File: config.mk
export PLATFORM = sky130hd
export DESIGN_NAME = csr_unit
export DESIGN_NICKNAME = d
export VERILOG_FILES = /design/src/rtl/csr_pkg.sv /design/src/rtl/csr_counter64.sv /design/src/rtl/csr_unit.sv
export SDC_FILE = /design/constraint.sdc
export NUM_CORES = 1
export LEC_CHECK = 0
export BUFFER_PORTS_ARGS = -buffer_cell sky130_fd_sc_hd__buf_2
export CAP_MARGIN = 20
export CORE_ASPECT_RATIO = 0.5
export CORE_MARGIN = 3
export CORE_UTILIZATION = 61
export CTS_BUF_LIST = sky130_fd_sc_hd__clkbuf_8
export DETAILED_ROUTE_END_ITERATION = 10
export GPL_ROUTABILITY_DRIVEN = 0
export PLACE_DENSITY = 0.88
export SYNTH_ARGS = -nofsm -noshare
export SYNTH_HDL_FRONTEND = slang
export SYNTH_SLANG_ARGS = --single-unit
File: constraint.sdc
create_clock -name clk -period 6.4 [get_ports clk]
set_input_delay 0.32 -clock clk [delete_from_list [all_inputs] [get_ports clk]]
set_output_delay 0.32 -clock clk [all_outputs]
set_load 0.005 [all_outputs]
File: src/rtl/csr_pkg.sv
// Shared definitions for the machine-mode CSR slice: CSR addresses,
// mstatus bit positions and the single implemented mie/mip field.
package csr_pkg;

  localparam logic [11:0] CSR_MSTATUS  = 12'h300;
  localparam logic [11:0] CSR_MIE      = 12'h304;
  localparam logic [11:0] CSR_MTVEC    = 12'h305;
  localparam logic [11:0] CSR_MSCRATCH = 12'h340;
  localparam logic [11:0] CSR_MEPC     = 12'h341;
  localparam logic [11:0] CSR_MCAUSE   = 12'h342;
  localparam logic [11:0] CSR_MIP      = 12'h344;
  localparam logic [11:0] CSR_MTIME    = 12'h7C0;
  localparam logic [11:0] CSR_MTIMECMP = 12'h7C8;
  localparam logic [11:0] CSR_MCYCLE   = 12'hB00;
  localparam logic [11:0] CSR_MINSTRET = 12'hB02;

  // mstatus bit indices
  localparam int MSTATUS_MIE  = 3;
  localparam int MSTATUS_MPIE = 7;

  // MTIE in mie and MTIP in mip share this position
  localparam int MIX_MT = 7;

endpackage

File: src/rtl/csr_counter64.sv
// Free-running counter with a synchronous load port.
// A load takes priority over the increment in the same cycle; the count
// wraps silently at all-ones.
module csr_counter64 #(
  parameter int W = 64
) (
  input  logic         clk,
  input  logic         rst,
  input  logic         load,
  input  logic [W-1:0] load_val,
  input  logic         inc,
  output logic [W-1:0] count
);

  // count register: load beats increment
  always_ff @(posedge clk or negedge rst) begin
    if (!rst) begin
      count <= '0;
    end else if (load) begin
      count <= load_val;
    end else if (inc) begin
      count <= count + W'(1);
    end
  end

endmodule

File: src/rtl/csr_unit.sv
// Machine-mode CSR register file: mstatus, mie, mtvec, mscratch, mepc,
// mcause, mip and the 64-bit mcycle/minstret counters. Reads are
// combinational with a bypass of the same-cycle EX write; trap-entry writes
// from the trap controller override EX writes on mepc/mcause/mstatus.
// Optional feature macro: CSR_TIMER_EN adds mtime/mtimecmp, drives mip.MTIP
// and a registered timer interrupt request.
module csr_unit
  import csr_pkg::*;
#(
  parameter int              XLEN      = 64,
  parameter logic [XLEN-1:0] MTVEC_RST = '0
) (
  input  logic            clk,
  input  logic            rst,
  input  logic [11:0]     csr_raddr_i,
  output logic [XLEN-1:0] csr_rdata_o,
  input  logic [11:0]     csr_waddr_i,
  input  logic [XLEN-1:0] csr_wdata_i,
  input  logic            csr_we_i,
  input  logic            trap_we_i,
  input  logic [XLEN-1:0] trap_mepc_i,
  input  logic [XLEN-1:0] trap_mcause_i,
  input  logic [XLEN-1:0] trap_mstatus_i,
  input  logic            instr_retire_i,
  output logic [XLEN-1:0] mtvec_o,
  output logic [XLEN-1:0] mstatus_o,
  output logic [XLEN-1:0] mepc_o,
  output logic            timer_irq_o
);

  logic [XLEN-1:0] mstatus_q, mtvec_q, mscratch_q, mepc_q, mcause_q;
  logic            mie_mtie_q;
  logic [XLEN-1:0] mcycle, minstret;
  logic            mtip;

  logic wr_mstatus, wr_mie, wr_mtvec, wr_mscratch, wr_mepc, wr_mcause;
  logic wr_mcycle, wr_minstret, wr_mtime, wr_mtimecmp;
  logic wr_valid;
  logic [XLEN-1:0] rd_val;

  // decode the EX write into per-CSR strobes; mip and unmapped addresses never strobe
  always_comb begin
    wr_mstatus  = 1'b0;
    wr_mie      = 1'b0;
    wr_mtvec    = 1'b0;
    wr_mscratch = 1'b0;
    wr_mepc     = 1'b0;
    wr_mcause   = 1'b0;
    wr_mcycle   = 1'b0;
    wr_minstret = 1'b0;
    wr_mtime    = 1'b0;
    wr_mtimecmp = 1'b0;
    if (csr_we_i) begin
      case (csr_waddr_i)
        CSR_MSTATUS:  wr_mstatus  = 1'b1;
        CSR_MIE:      wr_mie      = 1'b1;
        CSR_MTVEC:    wr_mtvec    = 1'b1;
        CSR_MSCRATCH: wr_mscratch = 1'b1;
        CSR_MEPC:     wr_mepc     = 1'b1;
        CSR_MCAUSE:   wr_mcause   = 1'b1;
        CSR_MCYCLE:   wr_mcycle   = 1'b1;
        CSR_MINSTRET: wr_minstret = 1'b1;
`ifdef CSR_TIMER_EN
        CSR_MTIME:    wr_mtime    = 1'b1;
        CSR_MTIMECMP: wr_mtimecmp = 1'b1;
`endif
        default: ;
      endcase
    end
    wr_valid = wr_mstatus | wr_mie | wr_mtvec | wr_mscratch | wr_mepc |
               wr_mcause | wr_mcycle | wr_minstret | wr_mtime | wr_mtimecmp;
  end

  // trap-entry CSRs: a trap write overrides an EX write to the same CSR
  always_ff @(posedge clk or negedge rst) begin
    if (!rst) begin
      mstatus_q <= '0;
      mepc_q    <= '0;
      mcause_q  <= '0;
    end else if (trap_we_i) begin
      mstatus_q <= trap_mstatus_i;
      mepc_q    <= trap_mepc_i;
      mcause_q  <= trap_mcause_i;
    end else begin
      if (wr_mstatus) mstatus_q <= csr_wdata_i;
      if (wr_mepc)    mepc_q    <= csr_wdata_i;
      if (wr_mcause)  mcause_q  <= csr_wdata_i;
    end
  end

  // EX-only CSRs, unaffected by trap writes
  always_ff @(posedge clk or negedge rst) begin
    if (!rst) begin
      mtvec_q    <= MTVEC_RST;
      mscratch_q <= '0;
      mie_mtie_q <= 1'b0;
    end else begin
      if (wr_mtvec)    mtvec_q    <= csr_wdata_i;
      if (wr_mscratch) mscratch_q <= csr_wdata_i;
      if (wr_mie)      mie_mtie_q <= csr_wdata_i[MIX_MT];
    end
  end

  csr_counter64 #(.W(XLEN)) u_mcycle (
    .clk      (clk),
    .rst      (rst),
    .load     (wr_mcycle),
    .load_val (csr_wdata_i),
    .inc      (1'b1),
    .count    (mcycle)
  );

  csr_counter64 #(.W(XLEN)) u_minstret (
    .clk      (clk),
    .rst      (rst),
    .load     (wr_minstret),
    .load_val (csr_wdata_i),
    .inc      (instr_retire_i),
    .count    (minstret)
  );

`ifdef CSR_TIMER_EN
  logic [XLEN-1:0] mtime, mtimecmp_q;
  logic            timer_irq_q;

  csr_counter64 #(.W(XLEN)) u_mtime (
    .clk      (clk),
    .rst      (rst),
    .load     (wr_mtime),
    .load_val (csr_wdata_i),
    .inc      (1'b1),
    .count    (mtime)
  );

  assign mtip = (mtime >= mtimecmp_q);

  // mtimecmp resets to all-ones so no interrupt is pending out of reset;
  // the interrupt request is registered from the gated pending bit
  always_ff @(posedge clk or negedge rst) begin
    if (!rst) begin
      mtimecmp_q  <= '1;
      timer_irq_q <= 1'b0;
    end else begin
      if (wr_mtimecmp) mtimecmp_q <= csr_wdata_i;
      timer_irq_q <= mtip & mie_mtie_q & mstatus_q[MSTATUS_MIE];
    end
  end

  assign timer_irq_o = timer_irq_q;
`else
  assign mtip        = 1'b0;
  assign timer_irq_o = 1'b0;
`endif

  // read mux with bypass of a same-cycle EX write to a writable CSR
  always_comb begin
    rd_val = '0;
    case (csr_raddr_i)
      CSR_MSTATUS:  rd_val = mstatus_q;
      CSR_MIE:      rd_val = XLEN'(mie_mtie_q) << MIX_MT;
      CSR_MTVEC:    rd_val = mtvec_q;
      CSR_MSCRATCH: rd_val = mscratch_q;
      CSR_MEPC:     rd_val = mepc_q;
      CSR_MCAUSE:   rd_val = mcause_q;
      CSR_MIP:      rd_val = XLEN'(mtip) << MIX_MT;
      CSR_MCYCLE:   rd_val = mcycle;
      CSR_MINSTRET: rd_val = minstret;
`ifdef CSR_TIMER_EN
      CSR_MTIME:    rd_val = mtime;
      CSR_MTIMECMP: rd_val = mtimecmp_q;
`endif
      default:      rd_val = '0;
    endcase
    if (wr_valid && (csr_waddr_i == csr_raddr_i)) begin
      rd_val = csr_wdata_i;
    end
  end

  assign csr_rdata_o = rd_val;
  assign mtvec_o     = mtvec_q;
  assign mstatus_o   = mstatus_q;
  assign mepc_o      = mepc_q;

endmodule
Word-level counts from Yosys, hierarchy flattened --
Index checks and enable logic that the tools add are counted.
Cells by class: $add $sub $neg 2, eq/ne operators 17, mux-type cells 27, bitwise operators 7, reductions and logical operators 5
Operators by type and width (number):
- $mux W64 | 10
- $pmux W64 S8 | 1
- $eq A12 B10 Y1 const B | 12
- $add A64 B1 Y64 const B | 2
- $eq A12 B12 Y1 const B | 4
- $mux W1 | 16
- $eq A12 B12 Y1 | 1
- $reduce_bool A2 Y1 | 4
- $or A1 B1 Y1 | 7
- $logic_and A1 B1 Y1 | 1
Word-level totals: register bits after elaboration 449, input bits 285, output and inout port bits 257, word-level logic and storage cells 66

Depth between registers and ports, before layout --
depth in word-level cells 12, gate-level depth with buffers 9

Hierarchy --
Synthesis repeated with hierarchy kept, for this count alone.
Unflattened totals: cells, all modules 2628, area total of the unflattened synthesis 25689.6 sq um
Modules (own cells, without submodules):
- csr_unit | times used 1, cells an instance 1785, area each 18226.2 sq um
- csr_counter64 (u_minstret) | times used 1, cells an instance 422, area each 3748.6 sq um
- csr_counter64 (u_mcycle) | times used 1, cells an instance 421, area each 3714.8 sq um

Worst setup path before layout --
Ideal clock, no wire load.
path kind input to output, from in csr_raddr_i[0], to out csr_rdata_o[26], arrival time 2.363 ns, slack 3.717 ns, stages on the path 9, path buffers 3, cell sequence clkbuf_1 -> or3_1 -> or4_4 -> or3_1 -> buf_2 -> buf_6 -> o22ai_1 -> a21oi_1 -> a31oi_1
On the way: longest elaborated chain between the ends 3
Ends and longest elaborated chain:
- start: declaration | line csr_unit.sv:15 | input logic [11:0] csr_raddr_i,
- $eq A12 B12 Y1, or another cell as far along | line csr_unit.sv:158 | case (csr_raddr_i)
- $pmux W64 S8 / $logic_and A1 B1 Y1 (equally long branches) | line csr_unit.sv:158, csr_unit.sv:174
- $mux W64 * | line csr_unit.sv:174 | if (wr_valid && (csr_waddr_i == csr_raddr_i)) begin
- end: declaration | line csr_unit.sv:16 | output logic [XLEN-1:0] csr_rdata_o,
Mark *: on every way between the ends. The rest lies on a longest branch, timed or not.

Worst setup path after layout --
from in csr_waddr_i[3], to reg mepc_q[32] (netlist: mepc_o[32])
On the way: longest elaborated chain between the ends 4
Ends and longest elaborated chain:
- start: declaration | line csr_unit.sv:17 | input logic [11:0] csr_waddr_i,
- $eq A12 B10 Y1 | line csr_unit.sv:54 | case (csr_waddr_i)
- $mux W1 | line csr_unit.sv:54
- $mux W1 | line csr_unit.sv:53 | if (csr_we_i) begin
- $reduce_bool A2 Y1 (no source line)
- end signal: assignment | line csr_unit.sv:82 | mepc_q <= trap_mepc_i;
- end signal: assignment | line csr_unit.sv:86 | if (wr_mepc) mepc_q <= csr_wdata_i;
- end: declaration | line csr_unit.sv:31 | logic [XLEN-1:0] mstatus_q, mtvec_q, mscratch_q, mepc_q, mcause_q;
Every way passes these cells. A chain may end at the register's enable or synchronous reset.

==> qor.csv <==
stage,metric,value,unit
outcome,status,completed,
route,met1 wire length,32400,um
global_routing,vias in the first global route,25479,
hold_path,Hold Startpoint,csr_wdata_i[30],
placement,DP Wirelength,54600,um
clock_network,"Reg clk slew, reported paths",0.08,ns
global_routing,total gr overflow,0,
setup_path,"setup slack, reg-to-reg",3.05,ns
logic_synthesis,Post-synth ARST share,1.00,
route,Detail Route Antenna Nets,0,
logic_synthesis,post-synthesis cell type count,51,
sta,worst hold margin,0.0313,ns
sta,RSZ-0062 raised after global routing,false,
logic_synthesis,"count leader, synth",dfrtp_1,
route,first-pass detailed-route iteration total,8,
clock_network,cts repair resizes,0,
clock_network,clock latency at the later pin of the worst-skew pair,0.64,ns
logic_synthesis,Synth warnings,0,
clock_network,Hold Buf Count CTS,201,
setup_path,R2R cell count,7,
finish,Final nets,3440,
finish,share of layout cells above drive strength 1,0.265,
route,Post-Route WL,93400,um
clock_network,H-tree Lvls,3,
sta,Slew headroom,0.228,
logic_synthesis,Commonest cells post-synth,"449 x dfrtp_1, 313 x nand2_1, 284 x mux2i_1",
floorplanning,die area,42800,sq um
route,Via Count,25022,
setup_path,Crit. End Element,register,
route,DR WL met2,42900,um
placement,Inst Count DP,3409,
placement,DP Worst Slack,2.61,ns
setup_path,"slowest stage delay, CP",0.88,ns
power,maximum vdd ir drop,180,uV
sta,worst slew pin tran,1.16,ns
global_routing,Global Route Usage Sum,0.433,
floorplanning,die width,290,um
clock_network,largest buffer count on any clock path,3,
power,overall power,0.00641,W
clock_network,CTS Root Cell,clkbuf_8,
finish,FF/Latch Area,11200,sq um
logic_synthesis,Synth Cell Area,24500,sq um
sta,clk_skew,0.0360,ns
finish,Layout Cells excl Fill,3735,
floorplanning,CORE AREA,39300,sq um
placement,Port Buf Inserts,540,
logic_synthesis,Synth Instances,2488,
setup_path,kind of critical path,input port to register,
route,DR iter-0 viols,3656,
floorplanning,num rows,51,
hold_path,Hold Path Stages,3,
finish,Multi-input gate area,12600,sq um
sta,TNS Setup,0,ns
route,Vias per Instance,6.70,
route,Post-route DRC,0,
clock_network,CTS Sinks,449,
logic_synthesis,"area leader, netlist",dfrtp_1,
logic_synthesis,top-area cell type share of the netlist area,0.458,
power,P_leak,14.7,nW
power,power per cell area,207,nW/um^2
logic_synthesis,Post-synth EDFFs,0,
finish,fill count,2353,
hold_path,Hold Crit Class,input port to register,
global_routing,initial antenna violation count,9,
sta,Final period util,0.598,
setup_path,critical path arrival,4.28,ns
sta,max-slew violation count,0,
clock_network,CTS Buf Count,67,
logic_synthesis,Mean Syn Cell Area,9.86,sq um
finish,Syn-to-layout area delta,26.1,%
sta,Max Freq,0.261,GHz
logic_synthesis,Post-Synthesis Net Count,2775,
logic_synthesis,ys flop type,dfrtp_1,
job,max cap viols,0,
setup_path,Reg2Reg Launch Point,u_minstret.count[0],
setup_path,slowest CP cell,and4b_4,
sta,"Worst Setup Slack, final",2.57,ns
floorplanning,io pins,542,
floorplanning,Initial Utilization,0.624,
setup_path,crit-path cells,buf_2 > nor4_1 > nand4_1 > nor3_1 > and4b_4 > buf_4 > mux2i_1 > o21ai_0,
sta,min cycle time layout,3.83,ns
setup_path,critical path required time,6.85,ns
setup_path,R2R Path End,u_minstret.count[54],
global_routing,largest net degree at the start of global routing,174,
route,wire per inst,25.0,um
clock_network,postcts setup bufs,0,
floorplanning,die height,148,um
logic_synthesis,"top cells by area, synth","dfrtp_1 46%, mux2i_1 12%, mux2_2 7.2%",
sta,Final Hold Fails,0,
global_routing,first-pass GRT wire length,143000,um
setup_path,CP max FO,33,
setup_path,CP startpoint kind,input port,
clock_network,CTS tree,yes,
logic_synthesis,Yosys reg bits,449,
route,top sig layer,met5,
logic_synthesis,sequential-to-total area share from yosys stat,0.458,
hold_path,hold endpoint,u_mcycle.count[30],
sta,final setup vio count,0,
route,met3 routed WL,11700,um
==> sequential cells by signal, indices dropped and copies added (netlist names) <==
| name | flops |
|---|---|
| mcause_q | 64 |
| u_mcycle.count | 64 |
| u_minstret.count | 64 |
| mie_mtie_q | 1 |
| mstatus_o | 64 |
| mscratch_q | 64 |
| mtvec_o | 64 |
| mepc_o | 64 |
==> critical path, delay by kind of cell <==
kind / cells / cell delay, ns
muxes: 1 / 0.15
and+or+nand+nor: 4 / 2.15
buffers and inverters: 2 / 0.82
AOI/OAI and AO/OA: 1 / 0.79
==> routing by layer <==
metal | vias up | GRT usage
met4 | 6 | 0.263
met2 | 2078 | 0.667
li1 | 10352 | -
met1 | 11961 | 0.536
met3 | 625 | 0.137
met5 | - | 0.00114
==> worst max-delay path by stage <==
stage | start | slack, ns | to
3_3_place_gp | csr_raddr_i[6] | 2.76 | csr_rdata_o[50]
4_1_cts | csr_raddr_i[6] | 2.71 | csr_rdata_o[50]
2_1_floorplan | csr_raddr_i[0] | 3.72 | csr_rdata_o[26]
3_5_place_dp | csr_waddr_i[3] | 2.61 | mepc_o[35]
6_report | csr_waddr_i[3] | 2.57 | mepc_o[32]
5_1_grt | csr_raddr_i[6] | 2.32 | csr_rdata_o[0]
==> through the flow <==
| stage | util | area (sq um) |
|---|---|---|
| finish | 0.787 | 30900 |
| global route | 0.787 | 30900 |
| CTS | 0.785 | 30800 |
| detailed placement | 0.701 | 27600 |
| global placement | 0.701 | 27600 |
| floorplan | - | 24500 |
==> cell usage in the layout (no fill, tap or decap), drive strengths merged, types with 77 or more instances in the layout <==
master and count:
xnor2 77, dfrtp 449, nor2 172, clkbuf 80, dlygate4sd3 201, mux2i 284, a21oi 111, o21ai 223
buf 575, nand2 313, mux2 156
==> where the power goes <==
group / leakage, nW / switching (W) / internal [W]
combinational: 8.20 / 0.000463 / 0.000378
clock: 0.727 / 0.00124 / 0.00117
sequential: 5.73 / 0.000173 / 0.00299
==> final cells by class <==
cell class | count | area share
Clock buffer | 79 | 0.0351
Inverter | 13 | 0.00158
Clock inverter | 35 | 0.00615
Multi-Input combinational cell | 1845 | 0.407
Sequential cell | 449 | 0.363
Tap cell | 530 | 0.0214
Timing Repair Buffer | 777 | 0.165
Antenna cell | 7 | 0.000566
==> cell families (layout without fill, tap and decap cells) <==
group,after synthesis,after routing,share of synthesized area
simple gates,702,702,0.129
compound gates,563,563,0.144
flops,449,449,0.458
mux,440,440,0.187
buf+inv,194,904,0.0319
xor+xnor,137,137,0.0489
fa+ha+maj,2,2,0.00102
other cells,1,8,0.000153
Power figures use the tool's default switching activity.
